`src/rtl/uart_cmd_sequencer.sv`:
```
// Purpose : frames the uart_rx byte stream into register write/read commands
//           and returns read data to the UART transmitter.
// Latency : write strobe 1 clk after the last command byte; read strobe 1 clk
//           after it; response valid 2 clks after the read strobe.
// Backpressure: response held in RESP until tx_ready_i; bytes arriving while a
//           command executes are dropped and flagged on error_o.
//
// Ports:
//   clock, reset_n            clock and synchronous active-low reset
//   rx_data_i / rx_valid_i    received byte and its one-cycle strobe
//   reg_addr_o / reg_wdata_o  register address and write data (held between commands)
//   reg_we_o / reg_re_o       one-cycle write / read strobes
//   reg_rdata_i               read data, valid one cycle after reg_re_o
//   tx_data_o / tx_valid_o / tx_ready_i   response handshake to uart_tx
//   error_o                   one-cycle pulse on any framing error
//   busy_o                    high whenever a command is in progress
//
// Optional build macro: UART_CMD_CHECKSUM_EN adds a trailing checksum byte to
// every command (write: op^addr^data, read: op^addr), checked in state CHK.

module uart_cmd_sequencer #(
  parameter int         TIMEOUT_CLOCKS = 1000,
  parameter logic [7:0] OP_WRITE       = 8'h57,
  parameter logic [7:0] OP_READ        = 8'h52
) (
  input  logic       clock,
  input  logic       reset_n,
  input  logic [7:0] rx_data_i,
  input  logic       rx_valid_i,
  output logic [7:0] reg_addr_o,
  output logic [7:0] reg_wdata_o,
  output logic       reg_we_o,
  output logic       reg_re_o,
  input  logic [7:0] reg_rdata_i,
  output logic [7:0] tx_data_o,
  output logic       tx_valid_o,
  input  logic       tx_ready_i,
  output logic       error_o,
  output logic       busy_o
);

  localparam int            CW       = $clog2(TIMEOUT_CLOCKS);
  localparam logic [CW-1:0] CNT_LAST = CW'(TIMEOUT_CLOCKS - 1);

`ifdef UART_CMD_CHECKSUM_EN
  typedef enum logic [2:0] {
    IDLE, ADDR, DATA, CHK, EXEC_WR, EXEC_RD, CAPTURE, RESP
  } state_t;
`else
  typedef enum logic [2:0] {
    IDLE, ADDR, DATA, EXEC_WR, EXEC_RD, CAPTURE, RESP
  } state_t;
`endif

  state_t        state_q, state_n;
  logic [CW-1:0] cnt_q, cnt_n;
  logic          is_wr_q, is_wr_n;
  logic [7:0]    addr_q, addr_n;
  logic [7:0]    wdata_q, wdata_n;
  logic [7:0]    txd_q, txd_n;
  logic          err_q, err_n;
`ifdef UART_CMD_CHECKSUM_EN
  logic [7:0]    chk_q, chk_n;
`endif

  // State and datapath registers
  always_ff @(posedge clock) begin
    if (!reset_n) begin
      state_q <= IDLE;
      cnt_q   <= '0;
      is_wr_q <= 1'b0;
      addr_q  <= 8'h00;
      wdata_q <= 8'h00;
      txd_q   <= 8'h00;
      err_q   <= 1'b0;
`ifdef UART_CMD_CHECKSUM_EN
      chk_q   <= 8'h00;
`endif
    end else begin
      state_q <= state_n;
      cnt_q   <= cnt_n;
      is_wr_q <= is_wr_n;
      addr_q  <= addr_n;
      wdata_q <= wdata_n;
      txd_q   <= txd_n;
      err_q   <= err_n;
`ifdef UART_CMD_CHECKSUM_EN
      chk_q   <= chk_n;
`endif
    end
  end

  // Next-state logic. err_n is a single OR'd flag, so coincident error
  // causes still give one pulse.
  always_comb begin
    state_n = state_q;
    cnt_n   = cnt_q;
    is_wr_n = is_wr_q;
    addr_n  = addr_q;
    wdata_n = wdata_q;
    txd_n   = txd_q;
    err_n   = 1'b0;
`ifdef UART_CMD_CHECKSUM_EN
    chk_n   = chk_q;
`endif

    case (state_q)
      IDLE: begin
        cnt_n = '0;
        if (rx_valid_i) begin
          if (rx_data_i == OP_WRITE || rx_data_i == OP_READ) begin
            is_wr_n = (rx_data_i == OP_WRITE);
            state_n = ADDR;
`ifdef UART_CMD_CHECKSUM_EN
            chk_n   = rx_data_i;
`endif
          end else begin
            err_n = 1'b1;
          end
        end
      end

`ifdef UART_CMD_CHECKSUM_EN
      ADDR, DATA, CHK: begin
`else
      ADDR, DATA: begin
`endif
        if (rx_valid_i) begin
          // A byte in the expiry cycle still counts: the byte check comes first.
          cnt_n = '0;
          if (state_q == ADDR) begin
            addr_n = rx_data_i;
`ifdef UART_CMD_CHECKSUM_EN
            chk_n   = chk_q ^ rx_data_i;
            state_n = is_wr_q ? DATA : CHK;
`else
            state_n = is_wr_q ? DATA : EXEC_RD;
`endif
          end else if (state_q == DATA) begin
            wdata_n = rx_data_i;
`ifdef UART_CMD_CHECKSUM_EN
            chk_n   = chk_q ^ rx_data_i;
            state_n = CHK;
`else
            state_n = EXEC_WR;
`endif
          end
`ifdef UART_CMD_CHECKSUM_EN
          else begin
            if (rx_data_i == chk_q) begin
              state_n = is_wr_q ? EXEC_WR : EXEC_RD;
            end else begin
              err_n   = 1'b1;
              state_n = IDLE;
            end
          end
`endif
        end else if (cnt_q == CNT_LAST) begin
          state_n = IDLE;
          err_n   = 1'b1;
          cnt_n   = '0;
        end else begin
          cnt_n = cnt_q + CW'(1);
        end
      end

      EXEC_WR: begin
        state_n = IDLE;
        err_n   = rx_valid_i;
      end

      EXEC_RD: begin
        state_n = CAPTURE;
        err_n   = rx_valid_i;
      end

      CAPTURE: begin
        txd_n   = reg_rdata_i;
        state_n = RESP;
        err_n   = rx_valid_i;
      end

      RESP: begin
        if (tx_ready_i) begin
          state_n = IDLE;
        end
        err_n = rx_valid_i;
      end

      default: begin
        state_n = IDLE;
      end
    endcase
  end

  // Strobes decode directly from state, so they are one cycle wide and
  // mutually exclusive by construction.
  assign reg_we_o    = (state_q == EXEC_WR);
  assign reg_re_o    = (state_q == EXEC_RD);
  assign tx_valid_o  = (state_q == RESP);
  assign busy_o      = (state_q != IDLE);
  assign reg_addr_o  = addr_q;
  assign reg_wdata_o = wdata_q;
  assign tx_data_o   = txd_q;
  assign error_o     = err_q;

endmodule

```
`config.mk`:
```
export PLATFORM = sky130hd
export DESIGN_NAME = uart_cmd_sequencer
export DESIGN_NICKNAME = d
export VERILOG_FILES = /design/src/rtl/uart_cmd_sequencer.sv
export SDC_FILE = /design/constraint.sdc
export NUM_CORES = 1
export LEC_CHECK = 0
export ABC_AREA = 1
export CAP_MARGIN = 20
export CORE_ASPECT_RATIO = 0.6
export CORE_MARGIN = 1
export CORE_UTILIZATION = 47
export DETAILED_ROUTE_END_ITERATION = 8
export PLACE_DENSITY = 0.79
export RECOVER_POWER = 50
export REMOVE_ABC_BUFFERS = 1
export SETUP_SLACK_MARGIN = 0.1
export SLEW_MARGIN = 20
export SYNTH_ARGS = -nofsm -noshare
export SYNTH_HDL_FRONTEND = slang
export SYNTH_SLANG_ARGS = --single-unit
```
`constraint.sdc`:
```
create_clock -name clock -period 2.05 [get_ports clock]
set_clock_uncertainty 0.15 [all_clocks]
set_input_delay 0.3075 -clock clock [delete_from_list [all_inputs] [get_ports clock]]
set_output_delay 0.3075 -clock clock [all_outputs]
set_load 0.05 [all_outputs]
```
==> impl_metrics.env, run 1 <==
export IMPL_layout_area_seq_um2=781
export IMPL_drt_antenna_violating_nets=0
export IMPL_total_grt_usage_pct=25.4
export IMPL_row_count=16
export IMPL_power_per_cell_area_mw_per_mm2=1110
export IMPL_route_detailed_wl_per_inst_um=12.7
export IMPL_worstPathMaxFanout=2
export IMPL_layout_core_utilization_pct=69.1
export IMPL_cts_path_max_buffers=2
export IMPL_multi_input_area_um2=802
export IMPL_switching_power_mw=1.07
export IMPL_final_max_slew_violation_count=0
export IMPL_power_share_combinational_pct=41.9
export IMPL_clock_sinks=39
export IMPL_drc=0
export IMPL_setup_worst_path_start_class="flop"
export IMPL_detailedRoute_firstPassIterationCount=4
export IMPL_worst_endpoint_arrival_ps=1450
export IMPL_pwr_share_clk_pct=22.1
export IMPL_routedLengthMet1_um=2180
export IMPL_post_synth_cell_area_avg_um2=7.12
export IMPL_layout_drive_gt1_share_pct=7.43
export IMPL_worst_setup_path_type="reg -> out"
export IMPL_per_cell_via_count_in_the_routed_design=4.99
export IMPL_tritoncts_clock_tree="done"
export IMPL_netlist_area_mm2=0.00174
export IMPL_cts_made_buffers=5
export IMPL_hp_class="reg -> reg"
export IMPL_gp_congestion=0.928
export IMPL_intPower_mw=1.52
export IMPL_number_of_antenna_violations_at_the_first_check_in_global_routing=0
export IMPL_stage_delay_of_the_slowest_cell_on_the_critical_path_ps=810
export IMPL_finalWorstPathRequiredPeriod_ps=1910
export IMPL_postCtsHoldBufs=0
export IMPL_clk_transition_reported_paths_ps=70
export IMPL_fin_tns_setup_ps=0
export IMPL_regToRegEndpoint="cnt_q[2]"
export IMPL_initialDrtViolationCount=88
export IMPL_area_growth_synth_to_final_pct=34.6
export IMPL_crit_family="buffers and inverters"
export IMPL_netlist_instances=244
export IMPL_timing_rr_start="cnt_q[0]"
export IMPL_final_area_mm2=0.00234
export IMPL_detailroute_via_count=1701
export IMPL_grt_setup_unrepaired="no"
export IMPL_ff2ff_path_depth=8
export IMPL_synth_lib_cells_used_distinct=28
export IMPL_irDropWorstVdd_mv=0.870
export IMPL_antennaDiodeCount=0
export IMPL_dp_hpwl_um=3090
export IMPL_core_area_mm2=0.00338
export IMPL_max_cap_viols=0
export IMPL_initial_core_util_pct=51.4
export IMPL_met2RoutedLength_um=1730
export IMPL_timing_critical_path_to_type="primary output"
export IMPL_reg2reg_setup_slack_ps=280
export IMPL_die_y_um=49.1
export IMPL_number_of_buffer_cells_added_on_primary_ports=48
export IMPL_crit_start="reg_addr_o[0]"
export IMPL_dp_area_mm2=0.00229
export IMPL_most_used_cells_in_the_layout_excluding_fill_and_tap_cells="sky130_fd_sc_hd__nor2_1 (60), sky130_fd_sc_hd__dfxtp_1 (39), sky130_fd_sc_hd__clkdlybuf4s50_1 (38)"
export IMPL_gr_total_overflow=0
export IMPL_synth_seq_cells=39
export IMPL_pin_count_of_the_biggest_net_entering_global_routing=32
export IMPL_pin_count=49
export IMPL_cp_depth=1
export IMPL_fp_dieArea_mm2=0.00395
export IMPL_maxUsedRoutingLayer="met4"
export IMPL_crit_slowest_cell="sky130_fd_sc_hd__clkdlybuf4s50_1"
export IMPL_most_common_library_cell_in_the_layout_ignoring_fill_and_taps="sky130_fd_sc_hd__nor2_1"
export IMPL_power_leakage_nw=0.975
export IMPL_ctsRootBufferMaster="sky130_fd_sc_hd__clkbuf_8"
export IMPL_clock_fmax_mhz=524
export IMPL_drt_total_wl_um=4340
export IMPL_cp_data_required_time_ps=1590
export IMPL_worstPathBufferInverterCount=1
export IMPL_insertion_delay_ps=300
export IMPL_via_count_of_the_first_global_routing_pass=1621
export IMPL_run_status="complete, no violations"
export IMPL_swShare_pct=41.4
export IMPL_finalCritPeriodShare_pct=93.1
export IMPL_yosysWarningCount=0
export IMPL_critPathCapture="reg_addr_o[0]"
export IMPL_nets=316
export IMPL_timing_slew_headroom_pct=57.7
export IMPL_synth_yosys_seq_area_share_pct=44.9
export IMPL_worstMarginPinSlew_ps=637
export IMPL_share_seq_of_total_power_pct=36.0
export IMPL_report_final_hold_viol_count=0
export IMPL_fin_hold_ws_ps=351
export IMPL_route_met3_wl_um=390
export IMPL_cp_cell_sequence="clkdlybuf4s50_1"
export IMPL_first_pass_grt_wire_length_um=7420
export IMPL_setup_viol_count_final=0
export IMPL_h_tree_depth=2
export IMPL_horizontal_die_dimension_um=80.5
export IMPL_filler_cell_count=301
## Yosys cell counts
master,n,share of area [%]
sky130_fd_sc_hd__a211oi_2,1,0.72
sky130_fd_sc_hd__inv_1,23,5.0
sky130_fd_sc_hd__ha_1,1,0.72
sky130_fd_sc_hd__o21ai_0,24,6.9
sky130_fd_sc_hd__a21oi_1,17,4.9
sky130_fd_sc_hd__nor2_4,2,1.3
sky130_fd_sc_hd__buf_4,2,0.86
sky130_fd_sc_hd__o21ai_1,4,1.2
sky130_fd_sc_hd__o21ai_2,2,1.0
sky130_fd_sc_hd__buf_1,1,0.22
sky130_fd_sc_hd__nor2_2,2,0.72
sky130_fd_sc_hd__nand3_1,12,3.5
sky130_fd_sc_hd__inv_2,4,0.86
sky130_fd_sc_hd__and2_1,1,0.36
sky130_fd_sc_hd__xor2_1,2,1.0
sky130_fd_sc_hd__nand3b_1,1,0.43
sky130_fd_sc_hd__buf_6,1,0.65
sky130_fd_sc_hd__o22ai_1,1,0.36
sky130_fd_sc_hd__nor2_1,57,12
sky130_fd_sc_hd__nand2_2,3,1.1
sky130_fd_sc_hd__o31ai_1,1,0.43
sky130_fd_sc_hd__nand2_1,35,7.6
sky130_fd_sc_hd__a21oi_2,2,1.0
sky130_fd_sc_hd__dfxtp_1,39,45
sky130_fd_sc_hd__nand4_1,3,1.1
sky130_fd_sc_hd__buf_2,1,0.29
sky130_fd_sc_hd__xnor2_1,1,0.50
sky130_fd_sc_hd__clkbuf_1,1,0.22
## layout make-up
| cell class | count | area share (%) |
|---|---|---|
| sequential | 39 | 33.4 |
| timing repair buffer | 50 | 21.3 |
| inverter | 27 | 4.33 |
| clock buffer | 8 | 4.28 |
| multi-input combinational | 172 | 34.3 |
| tap | 45 | 2.41 |
## per-layer routing
layer  global-route usage [%]  up-vias
met1                     35.1      745
li1                         -      884
met3                     9.72        6
met2                     36.2       66
met4                     8.63        0
met5                        0        -
## kinds of logic after synthesis
logic type                 count (synthesis)  synth area share, %
xor gates and xnor gates                   3                 1.51
AOI/OAI and AO/OA                         52                 16.5
adders and majority gates                  1                0.720
buffers and inverters                     33                 8.06
and+or+nand+nor                          116                 28.3
DFF                                       39                 44.9
## tightest hold or removal path: stages, from the launching register on
cell and delay [ps]:
sky130_fd_sc_hd__dfxtp_1 330, sky130_fd_sc_hd__nand2_1 70, sky130_fd_sc_hd__a21oi_1 60
## flip-flops by register name (all words and copies together), names as in the netlist
name	cells
is_wr_q	1
reg_wdata_o	8
cnt_q	10
reg_addr_o	8
state_q	3
error_o	1
tx_data_o	8
## power by group through the flow
stage	clock [mW]	combinational [mW]	sequential (mW)
floorplan	0	0.489	1.18
global placement	0	1.11	0.951
detailed placement	0	1.12	0.951
CTS	0.575	1.13	0.935
global route	0.627	1.18	0.948
finish	0.573	1.09	0.934
## what timing repair did
| action | in CTS | in global routing |
|---|---|---|
| buffers inserted | 0 | 0 |
| gates resized for setup | 0 | 5 |
| setup endpoints to repair | 0 | 5 |
## through the flow
stage | cells | worst slack [ps] | power, mW
after detailed placement | 333 | 169 | 2.07
after global routing | 341 | 57.4 | 2.75
after global placement | 333 | 215 | 2.06
after floorplan | 238 | 431 | 1.67
after CTS | 341 | 119 | 2.64
final | 341 | 142 | 2.59
## worst min-delay path by stage
| stage | cells after the start | start | slack, ps | endpoint |
|---|---|---|---|---|
| 2_1_floorplan | 2 | reset_n | 260 | error_o |
| 3_3_place_gp | 2 | cnt_q[1] | 330 | cnt_q[1] |
| 3_5_place_dp | 2 | cnt_q[1] | 340 | cnt_q[1] |
| 4_1_cts | 2 | cnt_q[1] | 350 | cnt_q[1] |
| 5_1_grt | 2 | cnt_q[1] | 390 | cnt_q[1] |
| 6_report | 2 | cnt_q[1] | 350 | cnt_q[1] |
Note: power is estimated with default switching activity, not from simulation.
==> run 2, diff against run 1 <==
--- a/config.mk
+++ b/config.mk
@@ -11,7 +11,7 @@
 export CORE_MARGIN = 1
 export CORE_UTILIZATION = 47
 export DETAILED_ROUTE_END_ITERATION = 8
-export PLACE_DENSITY = 0.79
+export PLACE_DENSITY = 0.8
 export RECOVER_POWER = 50
 export REMOVE_ABC_BUFFERS = 1
 export SETUP_SLACK_MARGIN = 0.1
==> run 2 against run 1 <==
  * Non-clock buffer count rose by 1
  * Design area rose by 0.48%
  * Power fell by 2.5%
  * First-iteration DRC count rose by 90%
  * Global-route usage fell by 2.0 points
  * Highest routed layer unchanged
==> impl_metrics.env, run 2 (synthesis gave the netlist of run 1 again) <==
export IMPL_antennaDiodeCount=0
export IMPL_most_used_cells_in_the_layout_excluding_fill_and_tap_cells="sky130_fd_sc_hd__nor2_1 (59), sky130_fd_sc_hd__clkdlybuf4s50_1 (43), sky130_fd_sc_hd__dfxtp_1 (39)"
export IMPL_postCtsSetupBuffers=0
export IMPL_horizontal_die_dimension_um=80.5
export IMPL_insertion_delay_ps=290
export IMPL_hp_class="reg -> reg"
export IMPL_finalWorstPathRequiredPeriod_ps=1910
export IMPL_crit_family="buffers and inverters"
export IMPL_post_cts_resize_count=0
export IMPL_detailroute_via_count=1694
export IMPL_clock_fmax_mhz=522
export IMPL_ctsRootBufferMaster="sky130_fd_sc_hd__clkbuf_8"
export IMPL_postCtsHoldBufs=0
export IMPL_setup_worst_path_start_class="flop"
export IMPL_crit_slowest_cell="sky130_fd_sc_hd__clkdlybuf4s50_1"
export IMPL_detailedRoute_firstPassIterationCount=4
export IMPL_worstPathMaxFanout=2
export IMPL_setup_viol_count_final=0
export IMPL_pin_count=49
export IMPL_max_cap_viols=0
export IMPL_row_count=16
export IMPL_cts_path_max_buffers=2
export IMPL_fp_dieArea_mm2=0.00395
export IMPL_nets=317
export IMPL_largest_register="cnt_q"
export IMPL_clk_transition_reported_paths_ps=70
export IMPL_total_grt_usage_pct=23.4
export IMPL_route_detailed_wl_per_inst_um=11.9
export IMPL_cp_cell_sequence="clkdlybuf4s50_1"
export IMPL_run_status="complete, no violations"
export IMPL_timing_slew_headroom_pct=59.7
export IMPL_multi_input_area_um2=807
export IMPL_first_pass_grt_wire_length_um=7040
export IMPL_tritoncts_clock_tree="done"
export IMPL_cp_data_required_time_ps=1590
export IMPL_gp_congestion=0.880
export IMPL_largest_register_ffs=10
export IMPL_area_growth_synth_to_final_pct=35.2
export IMPL_cts_made_buffers=5
export IMPL_initialDrtViolationCount=167
export IMPL_worstMarginPinSlew_ps=607
export IMPL_power_leakage_nw=0.994
export IMPL_gr_total_overflow=0
export IMPL_grt_setup_unrepaired="no"
export IMPL_initial_core_util_pct=51.4
export IMPL_pin_count_of_the_biggest_net_entering_global_routing=32
export IMPL_clock_sinks=39
export IMPL_timing_critical_path_to_type="primary output"
export IMPL_finalCritPeriodShare_pct=93.4
export IMPL_fin_tns_setup_ps=0
export IMPL_worst_endpoint_arrival_ps=1460
export IMPL_number_of_buffer_cells_added_on_primary_ports=48
export IMPL_drc=0
export IMPL_per_cell_via_count_in_the_routed_design=4.95
export IMPL_irDropWorstVdd_mv=0.723
export IMPL_worstPathBufferInverterCount=1
export IMPL_worst_setup_path_type="reg -> out"
export IMPL_drt_antenna_violating_nets=0
export IMPL_h_tree_depth=2
export IMPL_dp_hpwl_um=3000
export IMPL_most_common_library_cell_in_the_layout_ignoring_fill_and_taps="sky130_fd_sc_hd__nor2_1"
export IMPL_via_count_of_the_first_global_routing_pass=1465
export IMPL_layout_drive_gt1_share_pct=6.73
export IMPL_die_y_um=49.1
export IMPL_report_final_hold_viol_count=0
export IMPL_final_max_slew_violation_count=0
export IMPL_layout_core_utilization_pct=69.5
export IMPL_drt_total_wl_um=4090
export IMPL_layout_area_seq_um2=781
export IMPL_core_area_mm2=0.00338
export IMPL_stage_delay_of_the_slowest_cell_on_the_critical_path_ps=830
export IMPL_filler_cell_count=295
export IMPL_number_of_antenna_violations_at_the_first_check_in_global_routing=0
export IMPL_power_per_cell_area_mw_per_mm2=1080
[run 2: final timing paths]
| kind | from | end | slack [ps] | cells past startpoint |
|---|---|---|---|---|
| max | reg_wdata_o[1] | reg_wdata_o[1] | 140 | 1 |
| min | cnt_q[1] | cnt_q[1] | 340 | 2 |
| max reg2reg | cnt_q[0] | cnt_q[9] | 330 | 8 |
| min reg2reg | cnt_q[1] | cnt_q[1] | 340 | 2 |
[run 2: cell type report]
type,instances,share of cell area [%]
Clock buffer,8,4.26
Inverter,27,4.31
Multi-Input combinational cell,172,34.3
Sequential cell,39,33.2
Tap cell,45,2.40
Timing Repair Buffer,51,21.5
[run 2: where the power goes]
| part | total [mW] | internal (mW) | switching [mW] |
|---|---|---|---|
| clock network | 0.559 | 0.307 | 0.252 |
| logic | 1.04 | 0.314 | 0.722 |
| registers | 0.932 | 0.859 | 0.0735 |
[run 2: per-stage QoR]
step	setup slack (ps)	instance area [um2]	power, mW	instances	hold slack, ps
final	136	2350	2.53	342	338
after global routing	103	2350	2.68	342	393
after CTS	112	2400	2.63	342	343
after detailed placement	171	2300	2.06	334	331
after global placement	205	2300	2.06	334	330
after floorplan	431	1700	1.67	238	255
[run 2: per-layer routing]
metal / global-route usage, % / vias to the layer above / routed length [um]
met4: 8.04 / 0 / 42
met1: 35.1 / 724 / 2070
met3: 6.17 / 5 / 451
met2: 31.9 / 78 / 1520
li1: - / 887 / -
met5: 0 / - / 0
==> run 3, diff against run 2 <==
--- a/config.mk
+++ b/config.mk
@@ -7,13 +7,14 @@
 export LEC_CHECK = 0
 export ABC_AREA = 1
 export CAP_MARGIN = 20
+export CELL_PAD_IN_SITES_DETAIL_PLACEMENT = 0
+export CELL_PAD_IN_SITES_GLOBAL_PLACEMENT = 1
 export CORE_ASPECT_RATIO = 0.6
 export CORE_MARGIN = 1
-export CORE_UTILIZATION = 47
+export CORE_UTILIZATION = 33
 export DETAILED_ROUTE_END_ITERATION = 8
 export PLACE_DENSITY = 0.8
 export RECOVER_POWER = 50
-export REMOVE_ABC_BUFFERS = 1
 export SETUP_SLACK_MARGIN = 0.1
 export SLEW_MARGIN = 20
 export SYNTH_ARGS = -nofsm -noshare
==> run 3 against run 2 <==
  * Worst hold slack improved by 4.9 ps
  * Flip-flop and latch count unchanged
  * Core utilization decreased by 22 points
  * Final cell count increased by 5.8%
  * Maximum frequency increased by 0.23%
  * Count of clock-buffer cells in the layout decreased by 2
  * Register-to-register slack about the same
  * Clock power increased by 17%
  * Via count decreased by 3.1%
==> impl_metrics.env, run 3 (synthesis gave the netlist of run 1 again) <==
export IMPL_run_status="complete, no violations"
export IMPL_most_common_library_cell_in_the_layout_ignoring_fill_and_taps="sky130_fd_sc_hd__nor2_1"
export IMPL_worstPathMaxFanout=2
export IMPL_number_of_buffer_cells_added_on_primary_ports=48
export IMPL_nets=316
export IMPL_h_tree_depth=2
export IMPL_crit_family="buffers and inverters"
export IMPL_clk_transition_reported_paths_ps=80
export IMPL_worstPathBufferInverterCount=1
export IMPL_first_pass_grt_wire_length_um=6780
export IMPL_report_final_hold_viol_count=0
export IMPL_route_detailed_wl_per_inst_um=11.6
export IMPL_core_area_mm2=0.00505
export IMPL_worstMarginPinSlew_ps=596
export IMPL_hp_class="reg -> reg"
export IMPL_tritoncts_clock_tree="done"
export IMPL_layout_drive_gt1_share_pct=7.77
export IMPL_gp_congestion=0.806
export IMPL_ctsRootBufferMaster="sky130_fd_sc_hd__clkbuf_8"
export IMPL_worst_setup_path_type="reg -> out"
export IMPL_antennaDiodeCount=0
export IMPL_drt_antenna_violating_nets=0
export IMPL_gr_total_overflow=0
export IMPL_finalCritPeriodShare_pct=93.2
export IMPL_clock_sinks=39
export IMPL_die_y_um=58.2
export IMPL_setup_worst_path_start_class="flop"
export IMPL_timing_critical_path_to_type="primary output"
export IMPL_cp_data_required_time_ps=1590
export IMPL_finalWorstPathRequiredPeriod_ps=1910
export IMPL_row_count=20
export IMPL_dp_hpwl_um=3050
export IMPL_largest_register_ffs=10
export IMPL_crit_slowest_cell="sky130_fd_sc_hd__clkdlybuf4s50_1"
export IMPL_largest_register="cnt_q"
export IMPL_initial_core_util_pct=34.4
export IMPL_irDropWorstVdd_mv=0.612
export IMPL_via_count_of_the_first_global_routing_pass=1466
export IMPL_post_place_ws_ps=190
export IMPL_power_leakage_nw=0.995
export IMPL_per_cell_via_count_in_the_routed_design=4.54
export IMPL_worst_slack_ps=140
export IMPL_fin_tns_setup_ps=0
export IMPL_initialDrtViolationCount=75
export IMPL_fp_dieArea_mm2=0.00557
export IMPL_stage_delay_of_the_slowest_cell_on_the_critical_path_ps=810
export IMPL_cp_cell_sequence="clkdlybuf4s50_1"
export IMPL_cts_made_buffers=5
export IMPL_fin_hold_ws_ps=343
export IMPL_final_max_slew_violation_count=0
export IMPL_clock_fmax_mhz=524
export IMPL_post_layout_total_power_mw=2.67
export IMPL_worst_endpoint_arrival_ps=1450
export IMPL_total_grt_usage_pct=16.0
export IMPL_cts_path_max_buffers=2
export IMPL_max_cap_viols=0
export IMPL_most_used_cells_in_the_layout_excluding_fill_and_tap_cells="sky130_fd_sc_hd__nor2_1 (59), sky130_fd_sc_hd__clkdlybuf4s50_1 (40), sky130_fd_sc_hd__dfxtp_1 (39)"
export IMPL_pin_count_of_the_biggest_net_entering_global_routing=32
export IMPL_postCtsHoldBufs=0
export IMPL_drt_total_wl_um=4190
export IMPL_grt_setup_unrepaired="no"
export IMPL_power_per_cell_area_mw_per_mm2=1110
export IMPL_drc=0
export IMPL_pin_count=49
export IMPL_setup_viol_count_final=0
export IMPL_area_growth_synth_to_final_pct=38.5
export IMPL_number_of_antenna_violations_at_the_first_check_in_global_routing=0
export IMPL_horizontal_die_dimension_um=95.7
export IMPL_syn_nets=265
export IMPL_detailroute_via_count=1642
export IMPL_insertion_delay_ps=280
export IMPL_timing_slew_headroom_pct=60.4
export IMPL_detailedRoute_firstPassIterationCount=4
[run 3: path summary, 6_finish.rpt]
kind / cells past startpoint / from / end / slack (ps)
setup / recovery: 1 / reg_wdata_o[2] / reg_wdata_o[2] / 140
hold / removal: 2 / is_wr_q / is_wr_q / 340
setup reg to reg: 8 / cnt_q[0] / state_q[0] / 330
hold reg to reg: 2 / is_wr_q / is_wr_q / 340
[run 3: layout make-up]
type	count	area, um2
Fill cell	508	2650
Multi-Input combinational cell	172	796
Sequential cell	39	781
Timing Repair Buffer	50	529
Inverter	27	101
Clock buffer	6	82.6
Tap cell	66	82.6
Clock inverter	2	35.0
[run 3: per-layer routing]
metal / GRT usage [%] / up-vias / part of all wire, %
met2: 21.6 / 50 / 36
li1: - / 888 / -
met3: 4.99 / 2 / 7.2
met4: 4.48 / 0 / 0.50
met5: 0 / - / 0
met1: 24.1 / 702 / 56
[run 3: power by group]
part | total [mW] | switching (mW) | leakage (nW) | internal (mW)
Clock | 0.653 | 0.260 | 0.0612 | 0.394
Combinational | 1.09 | 0.717 | 0.618 | 0.370
Sequential | 0.933 | 0.0741 | 0.316 | 0.859
Total | 2.67 | 1.05 | 0.995 | 1.62
[run 3: worst register-to-register path, cell delays in order (launching register included)]
cell,delay [ps]
sky130_fd_sc_hd__dfxtp_1,380
sky130_fd_sc_hd__ha_1,180
sky130_fd_sc_hd__nand2_1,90
sky130_fd_sc_hd__nor2_1,150
sky130_fd_sc_hd__nand3_1,130
sky130_fd_sc_hd__a21oi_1,260
sky130_fd_sc_hd__nand2_1,110
sky130_fd_sc_hd__nor2_1,100
sky130_fd_sc_hd__nor2_1,50
[run 3: what timing repair did]
| item | in CTS | in global routing |
|---|---|---|
| endpoints found under the setup margin | 0 | 3 |
| buffers inserted | 0 | 0 |
| resized for setup | 0 | 3 |
[run 3: through the flow]
step	cell area, um2	util, %	instances
after floorplan	1740	-	244
after global placement	2330	46.1	354
after detailed placement	2330	46.1	354
after CTS	2450	48.4	362
after global routing	2410	47.6	362
final	2410	47.6	362
